$ cat src/rtl/msg_arbiter.sv
// Round-robin message arbiter: merges NUM_REQ framed beat streams onto one output bus without interleaving.
// Optional stall watchdog with abort beat is compiled in by defining MSG_ARB_WATCHDOG_EN.
module msg_arbiter #(
  parameter int DATA_WIDTH = 64,
  parameter int NUM_REQ    = 4,
  parameter int WDOG_LIMIT = 256
) (
  input  logic                          Clk,
  input  logic                          Rst,
  input  logic [NUM_REQ-1:0]            Req_Valid,
  input  logic [NUM_REQ-1:0]            Req_Start,
  input  logic [NUM_REQ-1:0]            Req_End,
  input  logic [NUM_REQ*4-1:0]          Req_Mod,
  input  logic [NUM_REQ*DATA_WIDTH-1:0] Req_Data,
  output logic [NUM_REQ-1:0]            Req_Ready,
  input  logic                          OutBus_Ready,
  output logic                          OutBus_Valid,
  output logic                          OutBus_Sart_Msg,
  output logic                          OutBus_End_Msg,
  output logic [3:0]                    OutBus_Mod,
  output logic [DATA_WIDTH-1:0]         OutBus_Data,
  output logic [2:0]                    Grant_Id,
  output logic                          Err
);

  typedef enum logic [1:0] {
    S_IDLE,
    S_BUSY
`ifdef MSG_ARB_WATCHDOG_EN
    , S_ABORT
`endif
  } state_t;

  state_t     state_q, state_d;
  logic [2:0] grant_q, grant_d;
  logic [2:0] last_grant_q, last_grant_d;
  logic       first_q, first_d;
  logic       err_q, err_d;

`ifdef MSG_ARB_WATCHDOG_EN
  localparam int WDOG_W = $clog2(WDOG_LIMIT + 1);
  logic [WDOG_W-1:0] wdog_q, wdog_d;
`endif

  // Granted requester's lanes.
  logic                  g_valid, g_start, g_end;
  logic [3:0]            g_mod;
  logic [DATA_WIDTH-1:0] g_data;

  always_comb begin
    g_valid = 1'b0;
    g_start = 1'b0;
    g_end   = 1'b0;
    g_mod   = '0;
    g_data  = '0;
    for (int i = 0; i < NUM_REQ; i++) begin
      if (grant_q == 3'(i)) begin
        g_valid = Req_Valid[i];
        g_start = Req_Start[i];
        g_end   = Req_End[i];
        g_mod   = Req_Mod[i*4 +: 4];
        g_data  = Req_Data[i*DATA_WIDTH +: DATA_WIDTH];
      end
    end
  end

  // Round-robin pick: lowest candidate above last_grant, else wrap to the lowest candidate overall.
  logic [NUM_REQ-1:0] stray, cand;
  logic               hi_found, arb_any;
  logic [2:0]         hi_sel, lo_sel, arb_sel;

  always_comb begin
    stray    = Req_Valid & ~Req_Start;
    cand     = Req_Valid & Req_Start;
    hi_found = 1'b0;
    hi_sel   = '0;
    lo_sel   = '0;
    for (int i = NUM_REQ - 1; i >= 0; i--) begin
      if (cand[i]) lo_sel = 3'(i);
      if (cand[i] && (3'(i) > last_grant_q)) begin
        hi_found = 1'b1;
        hi_sel   = 3'(i);
      end
    end
    arb_sel = hi_found ? hi_sel : lo_sel;
    arb_any = |cand;
  end

  logic [NUM_REQ-1:0]    ready;
  logic                  out_valid, out_sart, out_end, mod_bad, xfer;
  logic [3:0]            out_mod;
  logic [DATA_WIDTH-1:0] out_data;

  // NOTE: every signal gets a default before the case so no path can infer a latch.
  always_comb begin
    state_d      = state_q;
    grant_d      = grant_q;
    last_grant_d = last_grant_q;
    first_d      = first_q;
    err_d        = 1'b0;
    ready        = '0;
    out_valid    = 1'b0;
    out_sart     = 1'b0;
    out_end      = 1'b0;
    out_mod      = '0;
    out_data     = '0;
    mod_bad      = 1'b0;
    xfer         = 1'b0;
`ifdef MSG_ARB_WATCHDOG_EN
    wdog_d       = wdog_q;
`endif
    case (state_q)
      S_IDLE: begin
        ready = stray;
        err_d = |stray;
        if (arb_any) begin
          grant_d = arb_sel;
          first_d = 1'b1;
          state_d = S_BUSY;
`ifdef MSG_ARB_WATCHDOG_EN
          wdog_d  = '0;
`endif
        end
      end
      S_BUSY: begin
        mod_bad   = g_end && ((g_mod == 4'd0) || (g_mod > 4'd8));
        out_valid = g_valid;
        out_sart  = g_start & first_q;
        out_end   = g_end;
        out_mod   = mod_bad ? 4'd8 : g_mod;
        out_data  = g_data;
        for (int i = 0; i < NUM_REQ; i++) ready[i] = (grant_q == 3'(i)) & OutBus_Ready;
        xfer = g_valid & OutBus_Ready;
        if (xfer) begin
          first_d = 1'b0;
          err_d   = (g_start & ~first_q) | mod_bad;
`ifdef MSG_ARB_WATCHDOG_EN
          wdog_d  = '0;
`endif
          if (g_end) begin
            last_grant_d = grant_q;
            state_d      = S_IDLE;
          end
        end
`ifdef MSG_ARB_WATCHDOG_EN
        else if (!g_valid) begin
          wdog_d = wdog_q + 1'b1;
          if (wdog_d == WDOG_W'(WDOG_LIMIT)) state_d = S_ABORT;
        end
`endif
      end
`ifdef MSG_ARB_WATCHDOG_EN
      S_ABORT: begin
        // Synthetic terminator closes the stalled message downstream.
        out_valid = 1'b1;
        out_end   = 1'b1;
        if (OutBus_Ready) begin
          err_d        = 1'b1;
          last_grant_d = grant_q;
          wdog_d       = '0;
          state_d      = S_IDLE;
        end
      end
`endif
      default: state_d = S_IDLE;
    endcase
  end

  // NOTE: sequential state uses non-blocking assignments so all flops update together at the edge.
  always_ff @(posedge Clk or negedge Rst) begin
    if (!Rst) begin
      state_q      <= S_IDLE;
      grant_q      <= '0;
      last_grant_q <= 3'(NUM_REQ - 1);
      first_q      <= 1'b0;
      err_q        <= 1'b0;
`ifdef MSG_ARB_WATCHDOG_EN
      wdog_q       <= '0;
`endif
    end else begin
      state_q      <= state_d;
      grant_q      <= grant_d;
      last_grant_q <= last_grant_d;
      first_q      <= first_d;
      err_q        <= err_d;
`ifdef MSG_ARB_WATCHDOG_EN
      wdog_q       <= wdog_d;
`endif
    end
  end

  // IDLE drains stray beats, so ready must also be gated while reset is held.
  assign Req_Ready       = Rst ? ready : '0;
  assign OutBus_Valid    = out_valid;
  assign OutBus_Sart_Msg = out_sart;
  assign OutBus_End_Msg  = out_end;
  assign OutBus_Mod      = out_mod;
  assign OutBus_Data     = out_data;
  assign Grant_Id        = grant_q;
  assign Err             = err_q;

endmodule

$ cat config.mk
export PLATFORM = sky130hd
export DESIGN_NAME = msg_arbiter
export DESIGN_NICKNAME = d
export VERILOG_FILES = /design/src/rtl/msg_arbiter.sv
export SDC_FILE = /design/constraint.sdc
export NUM_CORES = 1
export LEC_CHECK = 0
export BUFFER_PORTS_ARGS = -buffer_cell sky130_fd_sc_hd__buf_4
export CORE_AREA = 2 2 140 142
export CTS_BUF_LIST = sky130_fd_sc_hd__clkbuf_4 sky130_fd_sc_hd__clkbuf_8
export CTS_CLUSTER_DIAMETER = 150
export DETAILED_ROUTE_END_ITERATION = 7
export DIE_AREA = 0 0 142 144
export PLACE_DENSITY_LB_ADDON = 0.05
export SYNTH_ARGS = -nofsm -noshare
export SYNTH_HDL_FRONTEND = slang
export SYNTH_SLANG_ARGS = --single-unit
export TNS_END_PERCENT = 10
$ cat constraint.sdc
create_clock -name Clk -period 1.55 [get_ports Clk]
set_input_delay 0.0775 -clock Clk [delete_from_list [all_inputs] [get_ports Clk]]
set_output_delay 0.0775 -clock Clk [all_outputs]
set_load 0.02 [all_outputs]
==> summary.md, run 1 <==
| Metric | Value |
|---|---|
| Outcome | finished with violations |
| Failing checks | setup timing |
| Via count | 3,609 |
| Core ar. | 0.0191 mm2 |
| Initial core utilization | 14.0% |
| DR iter-0 viols | 81 |
| Setup TNS | -26,560 ps |
| Startpoint types | flop |
| Min-Delay Path Class | in2async |
| Grt met1 use | 14.5% |
| FF-to-FF Start | Grant_Id[0] |
| Top post-synthesis cells by area | mux4_2 59%, and2_1 17%, dfrtp_1 4.7% |
| Largest net degree at the start of global routing | 26 |
| Mapped Nets | 516 |
| Number of synthesized register bits | 7 |
| Worst R2R Setup Slack | -390 ps |
| Filler instances | ~2,000 |
| Synth cell types | 33 |
| Tcrit/Tclk final | 130% |
| Total track usage | 13.4% |
| Static Leak | just under 3 nW |
| Area growth syn-to-layout | 136% |
| Most frequent cells in the layout | 347 x buf_4, 70 x mux4_2, 44 x and2_1 |
| VDD IR-drop max | 0.747 mV |
| Post-synth EDFFs | 0 |
| Fmax | ~500 MHz |
| Min Tclk post-route | 2010 ps |
| P per Cell Area | about 1900 mW/mm2 |
| Hpwl dp | 12,900 um |
| IO Count | 366 |
| RSZ-0062 raised after global routing | true |
| Placement Setup Slack | -262 ps |
| Max-cap violations | 0 |
| Die area | 0.0204 mm2 |
| Grt ovf | 0 |
| Async SR Flop Fraction | 100% |
| CP Max Fanout | 3 |
| TritonCTS buffer count | 3 |
| Top Usage Layer GRT | met2 |
| Die Width | 142 um |
| CTS max path bufs | 2 |
| Share of layout cells above drive strength 1 | 85.7% |
| WP data required | 1470 ps |
| Area after DPL | 0.00586 mm2 |
| Worst-skew pair later-pin latency | 230 ps |
| Ys Warns | 0 |
| Clock root buffer | clkbuf_8 |
| Top_reg_cell synth | dfrtp_1 |
| Clk sinks | 7 |
| Vias per inst | 4.27 |
| Vias in the first global route | around 4,000 |
| Htree depth | 1 |
| N_diodes | 0 |
| PnR worst setup slack | -457 ps |
| Drt pass-1 iters | 4 |
| Initial antenna violation count | 0 |
| Die height | 144 um |
| Avg WL per Cell | 17.5 um |
| Met2 usage | 26.3% |
| Design area | 0.00631 mm2 |
| Reg clk slew, reported paths | 40 ps |
| Grt met3 use | between 3 and 4% |
| Final setup viols | just under 80 |
| Worst r2r path cells | 7 |
| Post-Route Skew | 0.529 ps |
| # port buffers | about 360 |
| Remaining DRCs | 0 |
| Total wire length | 14,800 um |
| FF-to-FF End | Err |
| CTS tree | yes |
| Sequential-to-total area share from yosys stat | around 6.6% |
| Cell row count | 51 |
| Top cell type's share of synthesized area | just under 60% |
| Largest area contributor in the synthesized netlist | mux4_2 |
| Slew Limit Fails | 0 |
| Post-Syn Area | 0.00268 mm2 |
| Synth Instances | 229 |
| First-pass GRT wire length | 21,400 um |
| Final hold slack | around 210 ps |
| Finished Core Util | 33.1% |
| Avg Inst Size Synth | approximately 12 um2 |
| Antenna-violating nets left | 0 |
| Gpl congestion | 0.780 |
| Commonest non-fill, non-tap cell in the layout | buf_4 |
| Worst setup EP type | primary output |
| Nets | 896 |
| CP Class | reg2out |
| Arr. time, crit path | 1930 ps |
| Final hold viol count | 0 |
## synth_stat cells, drive strengths merged (3+ instances only)
library cell,n
a21oi,5
and2,72
buf,14
clkbuf,12
dfrtp,5
mux4,70
nand2,6
nand2b,5
nand3,3
nor2,4
nor2b,3
o21ai,3
o22ai,6
## cell families (layout without fill, tap and decap cells)
kind of cell    count (synthesis)  in the layout  synth area share, %
compound gates                 21             21                 5.14
xor+xnor                        1              1                0.327
buf+inv                        28            407                 5.51
flops                           7              7                 6.64
mux                            74             74                 60.5
other cells                     1              1                0.140
simple gates                   97             97                 21.8
## layout make-up
cell class	count	area, um2	share of cell area (%)
Sequential cell	7	186	2.95
Tap cell	238	298	4.72
Timing Repair Buffer	401	3290	52.2
Multi-Input combinational cell	194	2470	39.2
Inverter	2	10.0	0.159
Clock buffer	4	48.8	0.773
## worst max-delay path by stage
stage | depth (start not counted) | from | slack, ps | endpoint
2_1_floorplan | 5 | Grant_Id[0] | -150 | last_grant_q[1]
3_3_place_gp | 5 | Grant_Id[0] | -250 | Err
6_report | 6 | Grant_Id[0] | -460 | OutBus_Mod[2]
5_1_grt | 6 | Grant_Id[0] | -530 | OutBus_Mod[0]
3_5_place_dp | 5 | Grant_Id[0] | -260 | Err
4_1_cts | 6 | Grant_Id[0] | -460 | OutBus_Mod[3]
## flip-flops by register name, indices dropped and copies added, names as in the netlist
signal        cells
Err               1
Grant_Id          2
state_q           1
first_q           1
last_grant_q      2
## per-layer routing
metal	part of all wire [%]	wire (um)
met1	33	4820
met2	57	8450
met3	9.0	1330
met4	1.0	155
met5	0	0
## per-stage QoR
| step | power, W | std cells |
|---|---|---|
| 2_1_floorplan | 0.00635 | 229 |
| 3_3_place_gp | 0.0103 | 834 |
| 3_5_place_dp | 0.0103 | 834 |
| 4_1_cts | 0.0118 | 845 |
| 5_1_grt | 0.0127 | 846 |
| 6_report | 0.0119 | 846 |
## worst max-delay path: stages, from the launching register on
cell and delay [ps]:
dfrtp_4 500, buf_12 140, buf_6 110, mux4_2 470
a21boi_2 210, and2_4 160, buf_6 110
## report_power, final
group          internal [W]  switching (W)
logic               0.00627        0.00489
clock network      0.000195      0.0000764
registers          0.000311       0.000131
total               0.00677        0.00509
## what timing repair did
item	4_1_cts	5_1_grt
buffers inserted	6	1
gates resized for setup	78	19
endpoints found under the setup margin	80	80
hold endpoints to repair	7	0
hold buffers	1	0
pin swaps	13	7
gates cloned	0	0
Note: power is estimated with default switching activity, not from simulation.
==> run 2, diff against run 1 <==
--- a/config.mk
+++ b/config.mk
@@ -5,12 +5,15 @@
 export SDC_FILE = /design/constraint.sdc
 export NUM_CORES = 1
 export LEC_CHECK = 0
+export ABC_AREA = 1
 export BUFFER_PORTS_ARGS = -buffer_cell sky130_fd_sc_hd__buf_4
-export CORE_AREA = 2 2 140 142
+export CAP_MARGIN = 20
+export CORE_AREA = 2 2 144 146
 export CTS_BUF_LIST = sky130_fd_sc_hd__clkbuf_4 sky130_fd_sc_hd__clkbuf_8
 export CTS_CLUSTER_DIAMETER = 150
 export DETAILED_ROUTE_END_ITERATION = 7
-export DIE_AREA = 0 0 142 144
+export DIE_AREA = 0 0 146 148
+export MAX_ROUTING_LAYER = met4
 export PLACE_DENSITY_LB_ADDON = 0.05
 export SYNTH_ARGS = -nofsm -noshare
 export SYNTH_HDL_FRONTEND = slang
==> run 2 against run 1 <==
The flow still finishes with violations (setup timing). Final area increased by 5.7%. Sequential share of layout area fell by 0.24 points. Non-clock buffer count up 12. Fmax increased by 6.6%. Total power up 21%. Synthesized area rose by 2.4%. Via count is 45% higher. Setup slack improved by 120 ps. Sequential cell count unchanged. Clock skew up 3.0 ps. Register-to-register slack improved by 200 ps. Die area rose by 5.7%.
==> summary.md, run 2 <==
| Metric | Value |
|---|---|
| Avg WL per Cell | 17.0 um |
| Non-Filler Instances | 1,189 |
| Final setup viols | 79 |
| Final hold viol count | 0 |
| Htree depth | 1 |
| Filler instances | 2,252 |
| TritonCTS buffer count | 3 |
| Static Leak | between 3 and 4 nW |
| Post-Route Skew | 3.56 ps |
| Async SR Flop Fraction | 100% |
| Gpl congestion | 0.885 |
| Area growth syn-to-layout | 143% |
| Worst R2R Setup Slack | -190 ps |
| Drt pass-1 iters | 4 |
| CP Class | reg2out |
| Clk sinks | 7 |
| Total wire length | 20,200 um |
| First-pass GRT wire length | 30,000 um |
| Antenna-violating nets left | 0 |
| Grt ovf | 0 |
| Most frequent cell after synthesis | nand2_1 |
| Design area | 0.00668 mm2 |
| Min-Delay Path Class | in2async |
| Outcome | finished with violations |
| RSZ-0062 raised after global routing | true |
| CTS tree | yes |
| Failing checks | setup timing |
| Min Tclk post-route | 1880 ps |
| FF-to-FF End | Err |
| Top cell type's share of synthesized area | 20.0% |
| Placed Cells incl. Taps | 1,173 |
| Mapped Nets | 832 |
| Crit path cell chain | buf_6 -> buf_6 -> nand3_1 -> nand3_2 -> nand2_2 -> nand2_1 -> inv_1 -> nand2_2 -> nand3_4 -> nand2_4 -> nor2_4 -> buf_6 |
| Clock root buffer | clkbuf_8 |
| CTS max path bufs | 2 |
| Initial core utilization | 13.7% |
| Vias per inst | between 4 and 5 |
| Number of synthesized register bits | 7 |
| Ys Warns | 0 |
| Total track usage | 17.9% |
| Sequential-to-total area share from yosys stat | around 6.5% |
| Crit path launch | Grant_Id[0] |
| Reg clk slew, reported paths | around 40 ps |
| Max-cap violations | 0 |
| Synth Instances | approximately 550 |
| Worst r2r path cells | 13 |
| Commonest non-fill, non-tap cell in the layout | buf_4 |
| FF-to-FF Start | Grant_Id[0] |
| Startpoint types | flop |
| Vias in the first global route | 5,418 |
| Worst setup EP type | primary output |
| N_diodes | 0 |
| VDD IR-drop max | 1.37 mV |
| Fmax | 531 MHz |
| Crit path top cell by count | buf_6 |
| Post-Syn Area | 0.00274 mm2 |
| Nets | 1,207 |
| CP Max Fanout | 7 |
| # port buffers | roughly 360 |
| Die height | 148 um |
| Die Width | around 150 um |
| P per Cell Area | approximately 2200 mW/mm2 |
| Top post-synthesis cells by area | nand2_1 20%, nor2_1 10%, o211ai_1 9.6% |
| Post-synth top cells | 146 x nand2_1, 75 x nor2_1, 59 x inv_1 |
| Remaining DRCs | 0 |
| Initial antenna violation count | 0 |
| Tcrit/Tclk final | 122% |
| Core ar. | around 0.020 mm2 |
| PnR worst setup slack | -334 ps |
| Die area | between 0.02 and 0.025 mm2 |
| CP max-delay cell | dfrtp_2 |
| Area after DPL | 0.00616 mm2 |
| Worst-skew pair later-pin latency | 230 ps |
| Max stage delay on crit path | around 410 ps |
| DR iter-0 viols | about 200 |
| Hpwl dp | ~16,000 um |
| Top_reg_cell synth | dfrtp_1 |
| Arr. time, crit path | 1810 ps |
| Post-synth EDFFs | 0 |
| Most frequent cells in the layout | 368 x buf_4, 138 x nand2_1, 70 x nor2_1 |
| Largest area contributor in the synthesized netlist | nand2_1 |
| WP data required | 1470 ps |
| Largest net degree at the start of global routing | 38 |
| Synth cell types | 33 |
| Slew Limit Fails | 0 |
| Cell row count | 52 |
| Via count | 5,251 |
| Pwr Total | about 0.014 W |
| IO Count | ~370 |
| Share of layout cells above drive strength 1 | approximately 55% |
| Avg Inst Size Synth | 5.03 um2 |
## run 2: per-layer routing
layer,vias to the layer above,share of wire (%),global-route usage (%)
li1,2586,-,-
met4,0,2.2,4.61
met1,2378,37,19.5
met3,24,8.0,3.09
met5,-,0,-
met2,263,53,33.8
## run 2: logic make-up (layout without fill, tap and decap cells)
group | Yosys count | in the layout | share of synthesized area [%]
compound gates | 154 | 154 | 35.9
simple gates | 274 | 275 | 41.2
flops | 7 | 7 | 6.48
other cells | 1 | 1 | 0.137
buf+inv | 109 | 482 | 16.3
## run 2: worst max-delay path by stage
stage,depth (start not counted),slack [ps],end
final,12,-330,OutBus_Mod[1]
after CTS,11,-320,OutBus_Mod[0]
after global placement,11,-160,OutBus_Mod[1]
after global routing,11,-420,OutBus_Mod[1]
after detailed placement,11,-200,OutBus_Mod[1]
after floorplan,8,-50,OutBus_Data[10]
## run 2: per-stage QoR
step / utilization [%] / hold slack [ps] / setup TNS (ps) / worst slack [ps]
global placement: 30.8 / -94.6 / -3700 / -159
global route: 33.3 / 271 / -22840 / -425
CTS: 32.9 / 277 / -16090 / -322
floorplan: - / -218 / -1830 / -53.4
detailed placement: 30.8 / -90.5 / -5580 / -201
finish: 33.3 / 244 / -15880 / -334
## run 2: worst max-delay path: cells and delay by family, from the launching register on
| kind | cells | cell delay [ps] |
|---|---|---|
| and+or+nand+nor | 8 | 690 |
| buffers and inverters | 4 | 460 |
| DFF | 1 | 410 |
## run 2: report_power, final
group          internal [W]  leakage [nW]  switching (W)
Combinational       0.00606          3.29        0.00764
Sequential         0.000289        0.0772       0.000141
Clock              0.000196        0.0262      0.0000806
Total               0.00655          3.40        0.00787
## run 2: final cells by class
class                           instances  area (um2)  share of cell area (%)
Timing Repair Buffer                  413        3380                    50.7
Clock buffer                            4        48.8                   0.731
Multi-Input combinational cell        430        2460                    36.8
Tap cell                              270         338                    5.06
Inverter                               65         267                    3.99
Sequential cell                         7         181                    2.72
## run 2: what timing repair did
item,4_1_cts,5_1_grt
pin swaps,11,6
cloned,1,0
setup endpoints to repair,80,80
endpoints found under the hold margin,7,0
buffers inserted,9,1
hold buffers,1,0
gates resized for setup,75,33
